## src/rtl/mersenne_pkg.sv

```systemverilog
// ============================================================================
// Module   : mersenne_pkg
// Purpose  : Shared widths, FSM state encoding and result record for the
//            Mersenne exponent sweep scheduler.
// Revision : 1.0
// ============================================================================
`default_nettype none

package mersenne_pkg;

  localparam int EXP_W = 8;
  localparam int CYC_W = 16;

  typedef enum logic [2:0] {
    S_IDLE  = 3'd0,
    S_SIEVE = 3'd1,
    S_ISSUE = 3'd2,
    S_WAIT  = 3'd3,
    S_PUSH  = 3'd4,
    S_NEXT  = 3'd5,
    S_FIN   = 3'd6
  } state_e;

  typedef struct packed {
    logic [EXP_W-1:0] exponent;
    logic             is_prime;
    logic [CYC_W-1:0] cycles;
  } result_t;

endpackage

`default_nettype wire

```

## src/rtl/mersenne_result_fifo.sv

```systemverilog
// ============================================================================
// Module   : mersenne_result_fifo
// Purpose  : Synchronous FIFO of tester results; head is visible while not
//            empty, a pop advances it.
// Revision : 1.0
// ============================================================================
`default_nettype none

module mersenne_result_fifo
  import mersenne_pkg::*;
#(
  parameter int DEPTH = 4
) (
  input  logic    clk,
  input  logic    rst,
  input  logic    push_i,
  input  result_t wdata_i,
  input  logic    pop_i,
  output result_t rdata_o,
  output logic    full_o,
  output logic    empty_o
);

  localparam int AW = $clog2(DEPTH);
  localparam logic [AW:0] C_FULL_CNT = (AW+1)'(DEPTH);

  result_t         mem_q [DEPTH];
  logic [AW-1:0]   wptr_q;
  logic [AW-1:0]   rptr_q;
  logic [AW:0]     count_q;
  logic            w_wr;
  logic            w_rd;

  assign full_o  = (count_q == C_FULL_CNT);
  assign empty_o = (count_q == '0);
  assign w_wr    = push_i & ~full_o;
  assign w_rd    = pop_i & ~empty_o;
  assign rdata_o = mem_q[rptr_q];

  always_ff @(posedge clk) begin
    if (w_wr) begin
      mem_q[wptr_q] <= wdata_i;
    end
  end

  always_ff @(posedge clk) begin
    if (rst) begin
      wptr_q  <= '0;
      rptr_q  <= '0;
      count_q <= '0;
    end else begin
      if (w_wr) begin
        wptr_q <= wptr_q + 1'b1;
      end
      if (w_rd) begin
        rptr_q <= rptr_q + 1'b1;
      end
      case ({w_wr, w_rd})
        2'b10:   count_q <= count_q + 1'b1;
        2'b01:   count_q <= count_q - 1'b1;
        default: count_q <= count_q;
      endcase
    end
  end

endmodule

`default_nettype wire

```

## src/rtl/mersenne_sweep_scheduler.sv

```systemverilog
// ============================================================================
// Module   : mersenne_sweep_scheduler
// Purpose  : Walks an exponent range, optionally sieves it, drives an external
//            prime tester and queues its verdicts. Option: MERSENNE_SIEVE_EN.
// Revision : 1.0
// ============================================================================
`default_nettype none

module mersenne_sweep_scheduler
  import mersenne_pkg::*;
#(
  parameter int FIFO_DEPTH = 4
) (
  input  logic             clk,
  input  logic             rst,
  input  logic             cfg_valid,
  output logic             cfg_ready,
  input  logic [EXP_W-1:0] cfg_p_lo,
  input  logic [EXP_W-1:0] cfg_p_hi,
  output logic             tst_start,
  output logic [EXP_W-1:0] tst_exponent,
  input  logic             tst_done,
  input  logic             tst_is_prime,
  input  logic [CYC_W-1:0] tst_cycles,
  output logic             res_valid,
  input  logic             res_ready,
  output logic [EXP_W-1:0] res_exponent,
  output logic             res_is_prime,
  output logic [CYC_W-1:0] res_cycles,
  output logic             busy,
  output logic             sweep_done,
  output logic [EXP_W-1:0] tested_count
);

  state_e           state_q, state_d;
  // One bit wider than an exponent so that stepping past 255 cannot wrap.
  logic [EXP_W:0]   p_q, p_d;
  logic [EXP_W-1:0] hi_q, hi_d;
  logic [EXP_W-1:0] cnt_q, cnt_d;
  logic             first_q, first_d;
  logic             prime_q, prime_d;
  logic [CYC_W-1:0] cyc_q, cyc_d;
  logic [EXP_W:0]   w_p_next;

`ifdef MERSENNE_SIEVE_EN
  logic [4:0]       d_q, d_d;
  logic [EXP_W:0]   rem_q, rem_d;
  logic [9:0]       w_dd;

  assign w_dd = {5'd0, d_q} * {5'd0, d_q};
`endif

  result_t w_wdata;
  result_t w_head;
  logic    w_full;
  logic    w_empty;
  logic    w_push;

  assign w_p_next = p_q + 9'd1;
  assign w_push   = (state_q == S_PUSH) && !w_full;
  assign w_wdata  = '{exponent: p_q[EXP_W-1:0], is_prime: prime_q, cycles: cyc_q};

  always_comb begin
    state_d = state_q;
    p_d     = p_q;
    hi_d    = hi_q;
    cnt_d   = cnt_q;
    first_d = first_q;
    prime_d = prime_q;
    cyc_d   = cyc_q;
`ifdef MERSENNE_SIEVE_EN
    d_d     = d_q;
    rem_d   = rem_q;
`endif
    case (state_q)
      S_IDLE: begin
        if (cfg_valid) begin
          p_d     = {1'b0, cfg_p_lo};
          hi_d    = cfg_p_hi;
          cnt_d   = '0;
          state_d = (cfg_p_lo > cfg_p_hi) ? S_FIN : S_SIEVE;
`ifdef MERSENNE_SIEVE_EN
          d_d     = 5'd2;
          rem_d   = {1'b0, cfg_p_lo};
`endif
        end
      end
      S_SIEVE: begin
`ifdef MERSENNE_SIEVE_EN
        // Trial division: one subtraction per cycle, next divisor once the
        // running remainder drops below the current one.
        if (p_q < 9'd2) begin
          state_d = S_NEXT;
        end else if (w_dd > {1'b0, p_q}) begin
          state_d = S_ISSUE;
        end else if (rem_q == '0) begin
          state_d = S_NEXT;
        end else if (rem_q < {4'd0, d_q}) begin
          d_d   = d_q + 5'd1;
          rem_d = p_q;
        end else begin
          rem_d = rem_q - {4'd0, d_q};
        end
`else
        state_d = S_ISSUE;
`endif
      end
      S_ISSUE: begin
        cnt_d   = (cnt_q == 8'hFF) ? cnt_q : cnt_q + 8'd1;
        first_d = 1'b1;
        state_d = S_WAIT;
      end
      S_WAIT: begin
        // The first WAIT cycle may still see the previous test's done.
        first_d = 1'b0;
        if (!first_q && tst_done) begin
          prime_d = tst_is_prime;
          cyc_d   = tst_cycles;
          state_d = S_PUSH;
        end
      end
      S_PUSH: begin
        if (!w_full) begin
          state_d = S_NEXT;
        end
      end
      S_NEXT: begin
        if (w_p_next > {1'b0, hi_q}) begin
          state_d = S_FIN;
        end else begin
          p_d     = w_p_next;
          state_d = S_SIEVE;
`ifdef MERSENNE_SIEVE_EN
          d_d     = 5'd2;
          rem_d   = w_p_next;
`endif
        end
      end
      S_FIN: begin
        state_d = S_IDLE;
      end
      default: begin
        state_d = S_IDLE;
      end
    endcase
  end

  always_ff @(posedge clk) begin
    if (rst) begin
      state_q <= S_IDLE;
      p_q     <= '0;
      hi_q    <= '0;
      cnt_q   <= '0;
      first_q <= 1'b0;
      prime_q <= 1'b0;
      cyc_q   <= '0;
`ifdef MERSENNE_SIEVE_EN
      d_q     <= 5'd2;
      rem_q   <= '0;
`endif
    end else begin
      state_q <= state_d;
      p_q     <= p_d;
      hi_q    <= hi_d;
      cnt_q   <= cnt_d;
      first_q <= first_d;
      prime_q <= prime_d;
      cyc_q   <= cyc_d;
`ifdef MERSENNE_SIEVE_EN
      d_q     <= d_d;
      rem_q   <= rem_d;
`endif
    end
  end

  mersenne_result_fifo #(
    .DEPTH (FIFO_DEPTH)
  ) u_fifo (
    .clk     (clk),
    .rst     (rst),
    .push_i  (w_push),
    .wdata_i (w_wdata),
    .pop_i   (res_ready),
    .rdata_o (w_head),
    .full_o  (w_full),
    .empty_o (w_empty)
  );

  assign cfg_ready    = (state_q == S_IDLE);
  assign busy         = (state_q != S_IDLE);
  assign tst_start    = (state_q == S_ISSUE);
  assign tst_exponent = p_q[EXP_W-1:0];
  assign sweep_done   = (state_q == S_FIN);
  assign tested_count = cnt_q;
  assign res_valid    = !w_empty;
  assign res_exponent = w_empty ? '0 : w_head.exponent;
  assign res_is_prime = w_empty ? 1'b0 : w_head.is_prime;
  assign res_cycles   = w_empty ? '0 : w_head.cycles;

endmodule

`default_nettype wire
```

## config.mk

```make
export PLATFORM = sky130hd
export DESIGN_NAME = mersenne_sweep_scheduler
export DESIGN_NICKNAME = d
export VERILOG_FILES = /design/src/rtl/mersenne_pkg.sv /design/src/rtl/mersenne_result_fifo.sv /design/src/rtl/mersenne_sweep_scheduler.sv
export SDC_FILE = /design/constraint.sdc
export NUM_CORES = 1
export LEC_CHECK = 0
export CORE_ASPECT_RATIO = 0.8
export CORE_MARGIN = 1
export CORE_UTILIZATION = 50
export DETAILED_ROUTE_END_ITERATION = 8
export PLACE_DENSITY = 0.73
export REMOVE_ABC_BUFFERS = 1
export SETUP_SLACK_MARGIN = 0.15
export SYNTH_ARGS = -nofsm -noshare
export SYNTH_HDL_FRONTEND = slang
export SYNTH_SLANG_ARGS = --single-unit
```

## constraint.sdc

```tcl
create_clock -name clk -period 2.65 [get_ports clk]
set_input_delay 0.3975 -clock clk [delete_from_list [all_inputs] [get_ports clk]]
set_output_delay 0.3975 -clock clk [all_outputs]
set_load 0.01 [all_outputs]
```

==> summary.txt, run 1 <==
Run status
  – Status: completed

Drt
  – Post-route ant nets: 0
  – Vias/cell: 5.40
  – DRC: 0
  – Final wirelength: 14.8 mm
  – Avg WL per Cell: 18.0 um
  – DRT Pass-1 Iters: 5
  – DR vias: 4452
  – Starting DRT DRC Count: 344

Setup path
  – CP Class: flop to flop
  – WP data required: 2930 ps
  – CP max FO: 5
  – CP arrival: 2870 ps
  – Critical Path Source Type: flop
  – R2r worst-path depth: 11
  – Worst setup EP type: flop

Clock tree
  – Clk root buf: clkbuf_16
  – Num Clock Sinks: 155
  – Hold-fix buffers at CTS: 0
  – Clock transition at the registers of the reported paths: 60 ps
  – Worst-Skew Late Latency: 420 ps
  – CTS tree: done
  – Clk buf depth: 2
  – H-tree depth: 4
  – Num CTS Buffers: 17

Floorplanning
  – Die W: 132 um
  – Initial core utilization: 51.9%
  – Die Span Y: 106 um
  – Core Region: 0.0130 mm2
  – Die area: 0.0140 mm2
  – Rows: 37
  – IO Count: 84

Pwr
  – Tot Pwr: 8.21 mW
  – Lkg Pwr: 3.61 nW
  – Pwr dens: 929 mW/mm2
  – VDD IR max: 0.638 mV

Worst hold path
  – Worst Hold Class: flop to flop
  – Hold Path Stages: 2

Synth
  – Top-count cell post-synth: edfxtp_1
  – Seq cells post-synth: 155
  – Largest cells by area after synthesis: edfxtp_1 44%, dfxtp_1 16%, mux4_2 8.3%
  – Post-Syn Area: 0.00675 mm2
  – Synth area leader: edfxtp_1
  – Dominant synthesized flop cell: edfxtp_1
  – Post-synth top area share: 44.5%
  – Syn Area/Cell: 12.9 um2
  – Post-synth EDFFs: 100
  – Synth Instances: 525
  – Share of flip-flops with an asynchronous set or reset: 0%
  – Ys Warns: 0
  – Seq/Total Area, Yosys: 60.8%
  – Post-synthesis cell type count: 52
  – Post-synth top cells: 100 x edfxtp_1, 66 x nand2_1, 55 x dfxtp_1

Job
  – Max-Cap Viols: 0

STA
  – Final hold vios: 0
  – Highest clock rate: 386 MHz
  – Final setup vio count: 0
  – Fin Clk Skew: 10.0 ps
  – RSZ-0062 raised after global routing: yes
  – Fin crit period: 2590 ps
  – Slew @ Worst Pin: 605 ps
  – Period Utilization, post-route: 97.7%
  – Final slew viol count: 0
  – Setup TNS: 0 ps
  – Slew headroom: 59.7%

Place
  – IO Port Bufs: 83
  – GP Congestion: 0.825
  – Post-DP HPWL: 8.98 mm

Global routing
  – GRT met2 Usage: 34.8%
  – Total track usage: 21.6%
  – First-pass GRT wire length: 22.6 mm
  – Grt ovf: 0
  – M3 GR Usage: 6.06%
  – Largest net degree at the start of global routing: 29
  – Vias in the first global route: 4456
  – GR met1 Demand/Resource: 28.2%
  – Busiest layer in global routing: met2
  – Initial antenna violation count: 0

Final layout
  – Area delta synth->final: 30.8%
  – NumNets Final: 698
  – Ratio of cells with drive above 1 in the final layout: 20.2%
  – # diodes: 0
  – Core Util, Final: 67.9%
## cells by family (layout without fill, tap and decap cells)
| kind of cell | Yosys count | after routing | synth area share, % |
|---|---|---|---|
| buffers and inverters | 57 | 181 | 3.87 |
| adder cells (fa/ha/maj) | 24 | 24 | 4.56 |
| multiplexers | 38 | 38 | 10.4 |
| flip-flops | 155 | 155 | 60.8 |
| AO/OA/AOI/OAI | 67 | 67 | 6.15 |
| XOR/XNOR | 16 | 16 | 2.07 |
| AND/OR/NAND/NOR | 168 | 168 | 12.2 |
## placed cells by master (no fill, tap or decap), types with 6 or more instances in the layout
cell type	count
buf_4	33
ha_1	20
dlymetal6s2s_1	25
dfxtp_1	49
inv_1	27
clkbuf_16	19
o21ai_0	6
clkdlybuf4s50_1	57
xor2_1	9
mux4_2	25
a21oi_1	41
nand2_1	65
mux2i_1	7
edfxtp_1	100
nand3_1	7
nor2_1	27
and2_1	31
## critical path, cell delays in order, from the launching register on
cell	delay (ps)
dfxtp_4	360
ha_4	170
buf_4	130
xor2_1	150
ha_1	320
nand4_1	140
or3_1	340
o211ai_1	130
a31o_1	230
buf_6	160
mux2i_4	250
nor2_2	60
## metal layers
layer,part of all wire [%],wire length [um]
met5,0,0
met4,1.5,222
met3,5.0,739
met2,50,7450
met1,43,6420
## metrics by stage
stage / setup WS (ps) / instance area, um2 / hold WS [ps] / instances
after detailed placement: -53.5 / 7830 / 457 / 778
after floorplan: 0.194 / 6590 / 430 / 495
final: 62.1 / 8830 / 462 / 824
after global routing: -44.2 / 8830 / 488 / 824
after global placement: 110 / 7830 / 447 / 778
after CTS: 71.7 / 8580 / 462 / 817
## final timing paths
path / end / slack (ps) / from
setup / recovery: p_q[4] / 60 / p_q[1]
hold reg to reg: hi_q[6] / 460 / hi_q[6]
setup reg to reg: p_q[4] / 60 / p_q[1]
hold / removal: hi_q[6] / 460 / hi_q[6]
## state kept, by name, summed over array words and instances (netlist names), named ones only
register        count
hi_q                8
prime_q             1
u_fifo.rptr_q       2
u_fifo.count_q      3
u_fifo.wptr_q       2
p_q                 9
u_fifo.mem_q      100
cyc_q              16
tested_count        8
state_q             3
first_q             1
## layout make-up
type / count / area (um2)
Clock buffer: 21 / 460
Clock inverter: 11 / 165
Fill cell: 882 / 4180
Timing Repair Buffer: 122 / 1240
Tap cell: 175 / 219
Multi-Input combinational cell: 313 / 2520
Inverter: 27 / 101
Sequential cell: 155 / 4120
## power by group
group          total, mW  internal (mW)  leakage (nW)  switching (mW)
Clock               2.55           1.62         0.309           0.926
Sequential          3.08           2.88          1.43           0.201
Combinational       2.58           1.31          1.88            1.27
Total               8.21           5.81          3.61            2.40
## what timing repair did
item	4_1_cts	5_1_grt
buffers inserted	6	5
gates resized for setup	19	45
pin swaps	11	10
endpoints found under the setup margin	34	34
gates cloned	1	2
No activity file was read; power rests on OpenSTA's default activity.
==> run 2: changes to the inputs <==
Settings changed: CELL_PAD_IN_SITES_DETAIL_PLACEMENT set to 1, CELL_PAD_IN_SITES_GLOBAL_PLACEMENT set to 1, CORE_UTILIZATION 50 to 45, PLACE_DENSITY 0.73 to unset, PLACE_DENSITY_LB_ADDON set to 0.1.
==> summary.txt, run 2 (same netlist as run 1, synthesis figures left out) <==
Run status
  – Status: finished with violations (was completed)
  – Failing checks: DRC, setup timing

STA
  – Fin Clk Skew: 10.3 ps (was 10.0 ps)
  – Final setup vio count: 4 (was 0)
  – Final worst setup slack: -121 ps (was 62.1 ps)
  – Final hold vios: 0 (unchanged)
  – Slew headroom: 54.4% (was 59.7%)
  – Fin crit period: 2770 ps (was 2590 ps)
  – RSZ-0062 raised after global routing: yes (unchanged)
  – Slew @ Worst Pin: 685 ps (was 605 ps)
  – Highest clock rate: 361 MHz (was 386 MHz)
  – Hold WS: 461 ps (was 462 ps)
  – Final slew viol count: 0 (unchanged)
  – Period Utilization, post-route: 105% (was 97.7%)
  – Setup TNS: -146 ps (was 0 ps)

Final layout
  – Area delta synth->final: 33.9% (was 30.8%)
  – Commonest non-fill, non-tap cell in the layout: edfxtp_1 (unchanged)
  – Core Util, Final: 62.6% (was 67.9%)
  – NumNets Final: 707 (was 698)
  – # diodes: 0 (unchanged)
  – Commonest cells after routing, fill and taps aside: 100 x edfxtp_1, 64 x nand2_1, 57 x clkdlybuf4s50_1, 48 x dfxtp_1, 39 x a21oi_1 (was 100 x edfxtp_1, 65 x nand2_1, 57 x clkdlybuf4s50_1, 49 x dfxtp_1, 41 x a21oi_1)
  – Final non-filler cell area: 0.00904 mm2 (was 0.00883 mm2)
  – Ratio of cells with drive above 1 in the final layout: 22.9% (was 20.2%)
  – Largest registers: u_fifo.mem_q (100), cyc_q (16), p_q (9) (unchanged)
  – Largest register FFs: 100 (unchanged)
  – Post-Layout Cell Count: 842 (was 824)
  – Top reg by flops: u_fifo.mem_q (unchanged)

Worst hold path
  – Worst Hold Class: flop to flop (unchanged)
  – Hold_sp: hi_q[6] (unchanged)
  – WHS Endpoint: hi_q[6] (unchanged)
  – Hold Path Stages: 2 (unchanged)

Drt
  – Post-route ant nets: 0 (unchanged)
  – DR vias: 4595 (was 4452)
  – Final wirelength: 17.8 mm (was 14.8 mm)
  – Vias/cell: 5.46 (was 5.40)
  – Starting DRT DRC Count: 228 (was 344)
  – Avg WL per Cell: 21.1 um (was 18.0 um)
  – DRC: 3 (was 0)
  – DRT Pass-1 Iters: 8 (was 5)

Clock tree
  – Clock transition at the registers of the reported paths: 70 ps (was 60 ps)
  – Num Clock Sinks: 155 (unchanged)
  – Worst-Skew Late Latency: 430 ps (was 420 ps)
  – Clk root buf: clkbuf_16 (unchanged)
  – Num CTS Buffers: 17 (unchanged)
  – CTS tree: done (unchanged)
  – Clk buf depth: 2 (unchanged)
  – H-tree depth: 4 (unchanged)

Global routing
  – Grt ovf: 0 (unchanged)
  – First-pass GRT wire length: 26.5 mm (was 22.6 mm)
  – Vias in the first global route: 4779 (was 4456)
  – Initial antenna violation count: 0 (unchanged)
  – Largest net degree at the start of global routing: 29 (unchanged)
  – Total track usage: 22.9% (was 21.6%)

Floorplanning
  – Initial core utilization: 46.8% (was 51.9%)
  – Die W: 139 um (was 132 um)
  – IO Count: 84 (unchanged)
  – Rows: 39 (was 37)
  – Die Span Y: 112 um (was 106 um)
  – Die area: 0.0155 mm2 (was 0.0140 mm2)
  – Core Region: 0.0144 mm2 (was 0.0130 mm2)

Setup path
  – CP arrival: 3090 ps (was 2870 ps)
  – CP Class: flop to flop (unchanged)
  – CP max FO: 5 (unchanged)
  – RR Endpoint: p_q[6] (was p_q[4])
  – WP buf/inv: 2 (unchanged)
  – Top Family by Delay on Critical Path: compound AO/OA/AOI/OAI gates (was simple AND/OR/NAND/NOR gates)
  – R2r setup slk: -120 ps (was 60 ps)
  – Cell Chain, Critical Path: ha_4 > nand3_4 > nor2_4 > xor2_4 > ha_4 > a22oi_2 > o211ai_1 > o211ai_1 > a31o_2 > buf_12 > buf_16 > mux2i_1 > nor2_1 (was ha_4 > buf_4 > xor2_1 > ha_1 > nand4_1 > or3_1 > o211ai_1 > a31o_1 > buf_6 > mux2i_4 > nor2_2)
  – R2r worst-path depth: 13 (was 11)
  – Critical Path Source Type: flop (unchanged)
  – Origin of the critical flop-to-flop path: p_q[1] (unchanged)
  – Worst path slowest cell: dfxtp_4 (unchanged)
  – WP data required: 2960 ps (was 2930 ps)
  – Worst setup EP type: flop (unchanged)
  – Worst path max stage delay: 370 ps (was 360 ps)

Pwr
  – Tot Pwr: 8.69 mW (was 8.21 mW)
  – Pwr dens: 961 mW/mm2 (was 929 mW/mm2)
  – Lkg Pwr: 3.67 nW (was 3.61 nW)
  – VDD IR max: 0.509 mV (was 0.638 mV)

Place
  – Setup WS pre-CTS: -150 ps (was -53.5 ps)
  – Placed insts: 790 (was 778)
  – IO Port Bufs: 83 (unchanged)
  – Post-DP HPWL: 10.4 mm (was 8.98 mm)
  – GP Congestion: 0.836 (was 0.825)
  – Placed instance area: 0.00789 mm2 (was 0.00783 mm2)

Job
  – Max-Cap Viols: 0 (unchanged)
run 2: cell types whose count changed in the layout (fill, tap and decap cells not counted), sizes merged:
cell	delta
buf	+9
clkbuf	-3
inv	+3
clkinvlp	+2
bufinv	-1
clkinv	-1
run 2: timing repair:
action,in CTS,in global routing
hold endpoints to repair,0,0
gates resized for setup,38,42
setup endpoints to repair,37,37
pin swaps,19,11
hold buffers,0,0
cloned,1,2
buffers inserted,8,9
run 2: metal layers:
layer	track usage, %	vias to the layer above	part of all wire, %
met5	0	-	0
met4	6.44	0	1.4
met3	5.72	25	4.1
met2	38.4	110	50
met1	29.5	2334	44
li1	-	2126	-
run 2: report_power, final:
part	leakage (nW)	total [mW]	internal, mW	switching (mW)
Combinational	1.94	3.05	1.57	1.48
Clock	0.299	2.58	1.53	1.05
Sequential	1.43	3.07	2.87	0.193
Total	3.67	8.69	5.97	2.72
run 2: layout make-up:
cell class                      count  area [um2]
Sequential cell                   155        4120
Clock inverter                     14         184
Tap cell                          184         230
Multi-Input combinational cell    313        2580
Fill cell                        1387        5400
Inverter                           27         101
Timing Repair Buffer              131        1380
Clock buffer                       18         439
run 2: worst register-to-register path, cell delays in order, from the launching register on:
cell	delay (ps)
dfxtp_4	370
ha_4	160
nand3_4	120
nor2_4	190
xor2_4	200
ha_4	230
a22oi_2	110
o211ai_1	120
o211ai_1	300
a31o_2	290
buf_12	130
buf_16	120
mux2i_1	250
nor2_1	70
run 2: how the worst max path moves through the flow:
stage,from,endpoint,slack (ps),depth (start not counted)
4_1_cts,flop,res_exponent[6],30,4
3_5_place_dp,p_q[0],p_q[3],-150,12
3_3_place_gp,cfg_p_hi[3],state_q[1],60,10
6_report,p_q[1],p_q[6],-120,13
2_1_floorplan,p_q[0],p_q[0],0.2,10
5_1_grt,p_q[1],p_q[6],-250,13
